===== config.mk =====
export PLATFORM = sky130hd
export DESIGN_NAME = fetch_sequencer
export DESIGN_NICKNAME = d
export VERILOG_FILES = /design/src/rtl/fetch_sequencer.sv
export SDC_FILE = /design/constraint.sdc
export NUM_CORES = 1
export LEC_CHECK = 0
export BUFFER_PORTS_ARGS = -buffer_cell sky130_fd_sc_hd__buf_2
export CAP_MARGIN = 20
export CORE_MARGIN = 10
export CORE_UTILIZATION = 55
export CTS_BUF_LIST = sky130_fd_sc_hd__clkbuf_4
export CTS_CLUSTER_DIAMETER = 200
export DETAILED_ROUTE_END_ITERATION = 7
export GPL_TIMING_DRIVEN = 0
export PLACE_DENSITY = 0.85
export SLEW_MARGIN = 20
export SYNTH_ARGS = -nofsm -noshare
export SYNTH_HDL_FRONTEND = slang
export SYNTH_SLANG_ARGS = --single-unit

===== constraint.sdc =====
create_clock -name clk -period 6.1 [get_ports clk]
set_clock_uncertainty 0.2 [all_clocks]
set_input_delay 0.61 -clock clk [delete_from_list [all_inputs] [get_ports clk]]
set_output_delay 0.61 -clock clk [all_outputs]
set_load 0.02 [all_outputs]

===== src/rtl/fetch_sequencer.sv =====
`default_nettype none
// ============================================================================
// Module      : fetch_sequencer
// Description : RV32 instruction-fetch sequencer. Owns the program counter,
//               issues at most one outstanding instruction-memory fetch over a
//               valid/ready request channel with a valid-only response, and
//               buffers one instruction toward decode. Branch, jal and jalr
//               redirects from execute retarget the PC; any fetch that was
//               already in flight when a redirect arrives is squashed.
//
// Ports       : clk, rst              clock, synchronous active-high reset
//               redirect_kind         00/10 none, 01 branch/jal, 11 jalr
//               redirect_pc/rs1/imm   operands of the redirect target
//               imem_req_valid/ready  fetch request handshake
//               imem_req_addr         fetch address (held while stalled)
//               imem_rsp_valid/data   one response per accepted request
//               if_valid/ready        instruction handshake toward decode
//               if_instr, if_pc       buffered instruction and its address
//               perf_fetched          (FETCH_PERF_EN) delivered instructions
//               perf_squashed         (FETCH_PERF_EN) discarded fetches
//
// Options     : define FETCH_PERF_EN to add the two 32-bit wrapping
//               performance counters; without it the ports do not exist.
//
// Revision    : 1.0  initial release
// ============================================================================
module fetch_sequencer #(
    parameter int                  PC_WIDTH = 32,
    parameter logic [PC_WIDTH-1:0] RESET_PC = '0
) (
    input  logic                clk,
    input  logic                rst,
    input  logic [1:0]          redirect_kind,
    input  logic [PC_WIDTH-1:0] redirect_pc,
    input  logic [PC_WIDTH-1:0] redirect_rs1,
    input  logic [PC_WIDTH-1:0] redirect_imm,
    output logic                imem_req_valid,
    input  logic                imem_req_ready,
    output logic [PC_WIDTH-1:0] imem_req_addr,
    input  logic                imem_rsp_valid,
    input  logic [31:0]         imem_rsp_data,
    output logic                if_valid,
    input  logic                if_ready,
    output logic [31:0]         if_instr,
    output logic [PC_WIDTH-1:0] if_pc
`ifdef FETCH_PERF_EN
    ,
    output logic [31:0]         perf_fetched,
    output logic [31:0]         perf_squashed
`endif
);

    // ------------------------------------------------------------------------
    // State encoding
    // ------------------------------------------------------------------------
    localparam logic [2:0] c_ST_IDLE = 3'd0;  // one bubble after reset
    localparam logic [2:0] c_ST_REQ  = 3'd1;  // request presented to memory
    localparam logic [2:0] c_ST_WAIT = 3'd2;  // request accepted, awaiting data
    localparam logic [2:0] c_ST_HOLD = 3'd3;  // instruction buffered for decode
    localparam logic [2:0] c_ST_DROP = 3'd4;  // awaiting a stale response

    localparam logic [PC_WIDTH-1:0] c_PC_STEP = PC_WIDTH'(4);
    localparam logic [PC_WIDTH-1:0] c_LSB_CLR = ~(PC_WIDTH'(1));

    // ------------------------------------------------------------------------
    // Registers
    // ------------------------------------------------------------------------
    logic [2:0]          r_state;
    logic [PC_WIDTH-1:0] r_pc;          // address of the next fetch
    logic                r_redir_pend;  // a redirect is waiting for a drain
    logic [PC_WIDTH-1:0] r_redir_tgt;   // latest redirect target seen
    logic                r_req_valid;
    logic                r_buf_valid;
    logic [31:0]         r_if_instr;
    logic [PC_WIDTH-1:0] r_if_pc;

    // ------------------------------------------------------------------------
    // Redirect decode and target arithmetic (modulo 2^PC_WIDTH)
    // ------------------------------------------------------------------------
    logic                w_redir;
    logic [PC_WIDTH-1:0] w_branch_tgt;
    logic [PC_WIDTH-1:0] w_jalr_sum;
    logic [PC_WIDTH-1:0] w_jalr_tgt;
    logic [PC_WIDTH-1:0] w_target;
    logic [PC_WIDTH-1:0] w_pc_seq;

    assign w_redir      = redirect_kind[0];
    assign w_branch_tgt = redirect_pc + redirect_imm;
    assign w_jalr_sum   = redirect_rs1 + redirect_imm;
    assign w_jalr_tgt   = w_jalr_sum & c_LSB_CLR;
    assign w_target     = redirect_kind[1] ? w_jalr_tgt : w_branch_tgt;
    assign w_pc_seq     = r_pc + c_PC_STEP;

    // ------------------------------------------------------------------------
    // Outputs
    // ------------------------------------------------------------------------
    assign imem_req_valid = r_req_valid;
    assign imem_req_addr  = r_pc;
    // The buffered instruction belongs to the pre-redirect path, so it must be
    // hidden in the same cycle the redirect shows up.
    assign if_valid       = r_buf_valid & ~w_redir;
    assign if_instr       = r_if_instr;
    assign if_pc          = r_if_pc;

    // ------------------------------------------------------------------------
    // Sequencer
    // ------------------------------------------------------------------------
    always_ff @(posedge clk) begin
        if (rst) begin
            r_state      <= c_ST_IDLE;
            r_pc         <= RESET_PC;
            r_redir_pend <= 1'b0;
            r_redir_tgt  <= '0;
            r_req_valid  <= 1'b0;
            r_buf_valid  <= 1'b0;
            r_if_instr   <= '0;
            r_if_pc      <= '0;
        end else begin
            case (r_state)
                c_ST_IDLE: begin
                    if (w_redir) begin
                        r_pc <= w_target;
                    end
                    r_state     <= c_ST_REQ;
                    r_req_valid <= 1'b1;
                end

                c_ST_REQ: begin
                    // The address never changes while the request is offered;
                    // a redirect here is remembered and applied after drain.
                    if (imem_req_ready) begin
                        r_req_valid <= 1'b0;
                        if (r_redir_pend || w_redir) begin
                            r_state      <= c_ST_DROP;
                            r_redir_pend <= 1'b1;
                            if (w_redir) begin
                                r_redir_tgt <= w_target;
                            end
                        end else begin
                            r_state <= c_ST_WAIT;
                        end
                    end else if (w_redir) begin
                        r_redir_tgt  <= w_target;
                        r_redir_pend <= 1'b1;
                    end
                end

                c_ST_WAIT: begin
                    if (imem_rsp_valid) begin
                        if (w_redir) begin
                            // Response arrives together with the redirect:
                            // nothing left in flight, refetch immediately.
                            r_pc        <= w_target;
                            r_state     <= c_ST_REQ;
                            r_req_valid <= 1'b1;
                        end else begin
                            r_if_instr  <= imem_rsp_data;
                            r_if_pc     <= r_pc;
                            r_pc        <= w_pc_seq;
                            r_buf_valid <= 1'b1;
                            r_state     <= c_ST_HOLD;
                        end
                    end else if (w_redir) begin
                        r_redir_tgt  <= w_target;
                        r_redir_pend <= 1'b1;
                        r_state      <= c_ST_DROP;
                    end
                end

                c_ST_HOLD: begin
                    // Redirect outranks the decode handshake.
                    if (w_redir) begin
                        r_pc        <= w_target;
                        r_buf_valid <= 1'b0;
                        r_state     <= c_ST_REQ;
                        r_req_valid <= 1'b1;
                    end else if (if_ready) begin
                        r_buf_valid <= 1'b0;
                        r_state     <= c_ST_REQ;
                        r_req_valid <= 1'b1;
                    end
                end

                c_ST_DROP: begin
                    if (imem_rsp_valid) begin
                        r_pc         <= w_redir ? w_target : r_redir_tgt;
                        r_redir_pend <= 1'b0;
                        r_state      <= c_ST_REQ;
                        r_req_valid  <= 1'b1;
                    end else if (w_redir) begin
                        r_redir_tgt <= w_target;
                    end
                end

                default: begin
                    r_state     <= c_ST_IDLE;
                    r_req_valid <= 1'b0;
                    r_buf_valid <= 1'b0;
                end
            endcase
        end
    end

`ifdef FETCH_PERF_EN
    // ------------------------------------------------------------------------
    // Performance counters (free-running, wrapping)
    // ------------------------------------------------------------------------
    logic        w_fire;
    logic        w_squash;
    logic [31:0] r_perf_fetched;
    logic [31:0] r_perf_squashed;

    assign w_fire   = if_valid & if_ready;
    // A response is discarded when it lands in DROP or collides with a
    // redirect in WAIT; a held instruction is discarded by a redirect.
    assign w_squash = (imem_rsp_valid & (r_state == c_ST_DROP))
                    | (imem_rsp_valid & w_redir & (r_state == c_ST_WAIT))
                    | (w_redir & (r_state == c_ST_HOLD));

    always_ff @(posedge clk) begin
        if (rst) begin
            r_perf_fetched  <= '0;
            r_perf_squashed <= '0;
        end else begin
            if (w_fire) begin
                r_perf_fetched <= r_perf_fetched + 32'd1;
            end
            if (w_squash) begin
                r_perf_squashed <= r_perf_squashed + 32'd1;
            end
        end
    end

    assign perf_fetched  = r_perf_fetched;
    assign perf_squashed = r_perf_squashed;
`endif

endmodule
`default_nettype wire


==> results of run 1 <==
## where the power goes
group	switching, µW	leakage (µW)	internal, µW	total, µW
registers	240	0.00109	1060	1300
clock network	340	0.000133	214	555
logic	1270	0.00347	651	1920
## state kept, by name, summed over array words and instances (netlist names)
register,count
if_pc,32
r_redir_pend,1
imem_req_valid,1
r_buf_valid,1
r_redir_tgt,32
if_instr,32
imem_req_addr,32
r_state,3
## cells by family (layout without fill, tap and decap cells)
logic type	after synthesis	count (layout)	synth area share, %
other	0	1	0
AND/OR/NAND/NOR	464	464	21.5
multiplexers	16	16	1.70
adder cells (fa/ha/maj)	64	64	8.59
flip-flops	134	134	28.2
AO/OA/AOI/OAI	455	455	28.9
buffers and inverters	95	357	3.81
XOR/XNOR	79	79	7.28
## critical path: cells and delay by family (launching register included)
family          cells  cell delay, ns
simple gates        6            2.06
compound gates      3            0.41
flops               1            0.37
mux                 1            0.37
## placed cells by master, fill, tap and decap left out, types with 9 or more instances in the layout
master	instances
nand2b_1	12
o21ai_1	9
a31oi_1	11
ha_1	62
nor3_1	27
nor2_1	109
mux2i_1	15
buf_2	234
clkbuf_1	58
dfxtp_1	134
xnor2_1	53
xor2_1	26
nand4_1	15
o211ai_1	14
buf_1	9
nand2_1	221
clkbuf_4	20
inv_1	22
and2_1	10
o21bai_1	9
a211oi_1	29
a21o_1	24
a21oi_1	206
o21ai_0	83
nand3_1	31
## final cells by class
cell class / instances / area (µm²)
fill: 1515 / 5580
clock buffer: 20 / 150
timing repair buffer: 230 / 1150
tap: 220 / 275
inverter: 24 / 90.1
clock inverter: 12 / 104
buffer: 71 / 272
antenna: 1 / 2.50
sequential: 134 / 2680
multi-input combinational: 1078 / 6460
## through the flow
step | total power, µW | std cells | hold WS, ns
3_5_place_dp | 3170 | 1757 | 0.243
5_1_grt | 3970 | 1790 | 0.0394
2_1_floorplan | 2510 | 1307 | 0.232
6_report | 3780 | 1790 | 0.0777
3_3_place_gp | 3130 | 1757 | 0.238
4_1_cts | 3710 | 1789 | 0.0567
## worst paths after layout
| check | from | endpoint | slack, ns | cells past startpoint |
|---|---|---|---|---|
| max | r_state[2] | imem_req_addr[31] | 2.54 | 10 |
| min | imem_rsp_data[27] | if_instr[27] | 0.08 | 3 |
| max reg2reg | r_state[2] | imem_req_addr[31] | 2.54 | 10 |
| min reg2reg | if_instr[22] | if_instr[22] | 0.26 | 2 |
## routing by layer
layer	vias to the layer above	wire length, µm
met2	659	15600
met4	2	1570
li1	5189	-
met3	129	4040
met1	5014	13000
met5	-	10
==> impl_metrics.ini, run 1 <==
[status]
status = finished clean

[global_route]
antenna_found_initial = 2
gr-usage-met1_pct = 33.8
use_met3_pct = 7.52
first_global_vias = 10200
grt_pass1_wl_mm = 52.3
grt_util_met2_pct = 47.1
grt_max_degree = 17
busiest_layer = met2
grt_usage_pct = 28.4
overflow = 0

[synthesis]
synth_edf_count = 0
ys_types = 67
synth_nets = 1506
yosys-top-cells-count = nand2_1 (221), a21oi_1 (206), dfxtp_1 (134), nor2_1 (109), o21ai_0 (83)
async_reset_ff_share_pct = 0
synthCells = 1307
synth_flop_cell = dfxtp_1
synth_warnings = 0
ys_ff_latch = 134
yosysMostFrequentCell = nand2_1
syn_area_um2 = 9500
synth_area_leaders = dfxtp_1 (28%), a21oi_1 (11%), nand2_1 (8.7%)
synth-seq-area-share_pct = 28.2
yosys.area.top_type = dfxtp_1
synth_top_area_share_pct = 28.2
avgSynthCellArea_um2 = 7.27

[worst_setup_path]
cpMostUsedCell = nor2_1
cp.arrival_ns = 3.77
endpoint_kind = register
path_max_fanout = 9
slowest_delay_ns = 0.75
crit_chain = nand2b_1, mux2_2, nor2_1, nor2_1, nor2_1, o211ai_1, nor3_1, nand3_2, o21ai_1, a2111oi_2
required_ns = 6.31
slowest_stage = nor2_1
crit_type = reg2reg
critPathLaunchType = register

[power]
power_density_nw_per_um2 = 338
irDropWorstVdd_uv = 228
p_leak_uw = 0.00469

[clock_tree]
cts.sinks = 134
tritoncts = done
cts_buffers = 17
path_clk_slew_ns = 0.12
cts_root_buf = clkbuf_4
postCtsSetupBuffers = 0
htreeDepth = 4
clock_latency_ns = 0.56
hold_buffers = 0
cts-resized-gates = 0
cts_buffer_depth = 2

[die]
core_um2 = 16800
die_w_um = 151
ioPinCount = 233
die-height_um = 151
die-area_um2 = 22900
fp-row-count = 47
start_util_pct = 56.7

[sta]
setup_ws_ns = 2.54
final-hold-violation-count = 0
slew_headroom_pct = 32.2
tns_ns = 0
period_minus_slack_ns = 3.56
finalCritPeriodShare_pct = 58.3
worst_slew_pin_slew_ns = 1.01
slew_viol_final = 0
max_freq_ghz = 0.281
rsz0062_at_grt = false
setup_viol = 0

[drt]
drt-vias-per-instance = 6.14
ant_nets = 0
totalWireLength_mm = 34.2
wl_per_cell_um = 19.1
drtPass1Iterations = 6
vias = 11000
drt-initial-drc-count = 1147
drc = 0

[place]
io_buffers = 230
place_area_um2 = 10900
gp_congestion = 1.03
hpwlAfterDp_mm = 27.3
place_ws_ns = 2.13

[layout]
area_growth_pct = 17.7
drive_above_1_share_pct = 17.7
utilization_pct = 66.7
finalInstanceArea_um2 = 11200
nNetsFinal = 1755

[run]
maxCapViolations = 0

[hold_path]
hold_path_class = in2reg
No activity file was read; power rests on OpenSTA's default activity.
==> inputs of run 2 (changes only) <==
Clock period 6.1 ns to 3.34 ns, I/O delays scaled along.
==> run 2 against run 1 <==
  * Routed wire length up 3.5%
  * Maximum frequency up 8.5%
  * Final cell count up 2.0%
  * Hold slack better by 0.0029 ns
  * First-iteration DRC count down 2.0%
  * Critical path depth down 1
  * Worst setup slack worse by 2.5 ns
  * Core utilization up 2.1 points
  * Die area unchanged
  * Cell area up 3.1%
  * Critical path type unchanged
  * Critical endpoint is now imem_req_addr[26]
==> impl_metrics.ini, run 2 (synthesis results as in run 1) <==
[status]
status = finished clean

[hold_path]
hold_path_class = in2reg

[drt]
wl_met3_mm = 4.20
met2_length_mm = 16.4
drtPass1Iterations = 5
totalWireLength_mm = 35.4
wl_per_cell_um = 19.4
ant_nets = 0
drc = 0
drt-vias-per-instance = 6.11
dr.max_layer_used = met4
drt-initial-drc-count = 1124
vias = 11200
wl_met1_mm = 13.2

[worst_setup_path]
endpoint_kind = register
path_max_fanout = 10
cp.arrival_ns = 3.50
slowest_delay_ns = 0.77
crit_buf_inv = 3
required_ns = 3.56
crit_type = reg2reg
slowest_stage = o21ai_1
crit_chain = clkbuf_1, nand3_1, o21ai_0, inv_1, o21ai_1, clkbuf_1, o21ai_0, a21oi_1, a211oi_1
critical_path.top_delay_family = compound AO/OA/AOI/OAI gates
critPathLaunchType = register

[die]
fp-row-count = 47
ioPinCount = 233
start_util_pct = 56.7
die-area_um2 = 22900
core_um2 = 16800
die-height_um = 151
die_w_um = 151

[clock_tree]
tritoncts = done
htreeDepth = 4
path_clk_slew_ns = 0.11
cts_root_buf = clkbuf_4
cts_buffers = 17
cts_buffer_depth = 2
cts.sinks = 134
postCtsSetupBuffers = 0
clock_latency_ns = 0.57

[global_route]
grt_usage_pct = 29.6
grt_max_degree = 17
antenna_found_initial = 1
first_global_vias = 10500
overflow = 0
grt_pass1_wl_mm = 54.4

[layout]
fill_cells = 1458
drive_above_1_share_pct = 17.5
mostFrequentLayoutCell = buf_2
nNetsFinal = 1789
layout_common_cells = buf_2 (234), nand2_1 (221), a21oi_1 (206), dfxtp_1 (134), nor2_1 (108)
area_growth_pct = 21.4

[place]
gp_congestion = 1.03
io_buffers = 230
hpwlAfterDp_mm = 27.3

[sta]
rsz0062_at_grt = false
tns_ns = 0
period_minus_slack_ns = 3.28
slew_headroom_pct = 34.0
setup_viol = 0
max_freq_ghz = 0.305
hold_ws_ns = 0.0806
slew_viol_final = 0
finalCritPeriodShare_pct = 98.2
worst_slew_pin_slew_ns = 0.983
final-hold-violation-count = 0

[power]
p_leak_uw = 0.00483
irDropWorstVdd_uv = 420
power_density_nw_per_um2 = 601

[run]
maxCapViolations = 0
-- run 2: cell types whose count changed in the layout (fill, tap and decap cells not counted), sizes merged --
cell / previous run / this run
dlygate4sd3: 0 / 34
diode: 1 / 2
-- run 2: power breakdown --
| part | internal (µW) | switching [µW] | total [µW] |
|---|---|---|---|
| clock | 392 | 623 | 1010 |
| combinational | 1220 | 2330 | 3540 |
| sequential | 1940 | 442 | 2380 |
-- run 2: path summary, 6_finish.rpt --
| check | from | end | slack, ns | depth (start not counted) |
|---|---|---|---|---|
| max | r_state[1] | imem_req_addr[26] | 0.06 | 9 |
| min | if_ready | imem_req_valid | 0.08 | 5 |
| max reg2reg | r_state[1] | imem_req_addr[26] | 0.06 | 9 |
| min reg2reg | if_instr[22] | if_instr[22] | 0.26 | 2 |
-- run 2: tightest hold or removal path, cell delays in order --
cell     delay [ns]
buf_2          0.09
o21ai_0        0.09
a21oi_1        0.13
nor2_1         0.05
nor3_1         0.11
-- run 2: timing repair --
item,in CTS,in global routing
endpoints found under the hold margin,36,0
resized for setup,1,1
hold buffers,34,0
setup endpoints to repair,1,1
gates cloned,0,0
-- run 2: per-layer routing --
metal | up-vias | GRT usage (%)
met5 | - | 0
met4 | 0 | 13.6
met3 | 131 | 7.64
met2 | 676 | 49.1
met1 | 5090 | 35.0
li1 | 5256 | -
-- run 2: layout make-up --
| type | count | area (µm²) | share of cell area (%) |
|---|---|---|---|
| clock buffer | 20 | 150 | 1.30 |
| inverter | 24 | 90.1 | 0.781 |
| timing repair buffer | 264 | 1490 | 12.9 |
| antenna | 2 | 5.00 | 0.0434 |
| multi-input combinational | 1078 | 6470 | 56.1 |
| buffer | 71 | 272 | 2.35 |
| tap | 220 | 275 | 2.39 |
| sequential | 134 | 2680 | 23.3 |
| clock inverter | 12 | 104 | 0.900 |
-- run 2: metrics by stage --
| stage | utilization, % | std cells | power (µW) | instance area (µm²) | worst slack [ns] |
|---|---|---|---|---|---|
| 6_report | 68.8 | 1825 | 6930 | 11500 | 0.0590 |
| 5_1_grt | 68.8 | 1824 | 7300 | 11500 | 0.00244 |
| 4_1_cts | 68.8 | 1823 | 6810 | 11500 | 0.236 |
| 3_5_place_dp | 65.2 | 1757 | 5790 | 10900 | -0.352 |
| 3_3_place_gp | 65.2 | 1757 | 5720 | 10900 | -0.322 |
| 2_1_floorplan | - | 1307 | 4590 | 9500 | 0.384 |
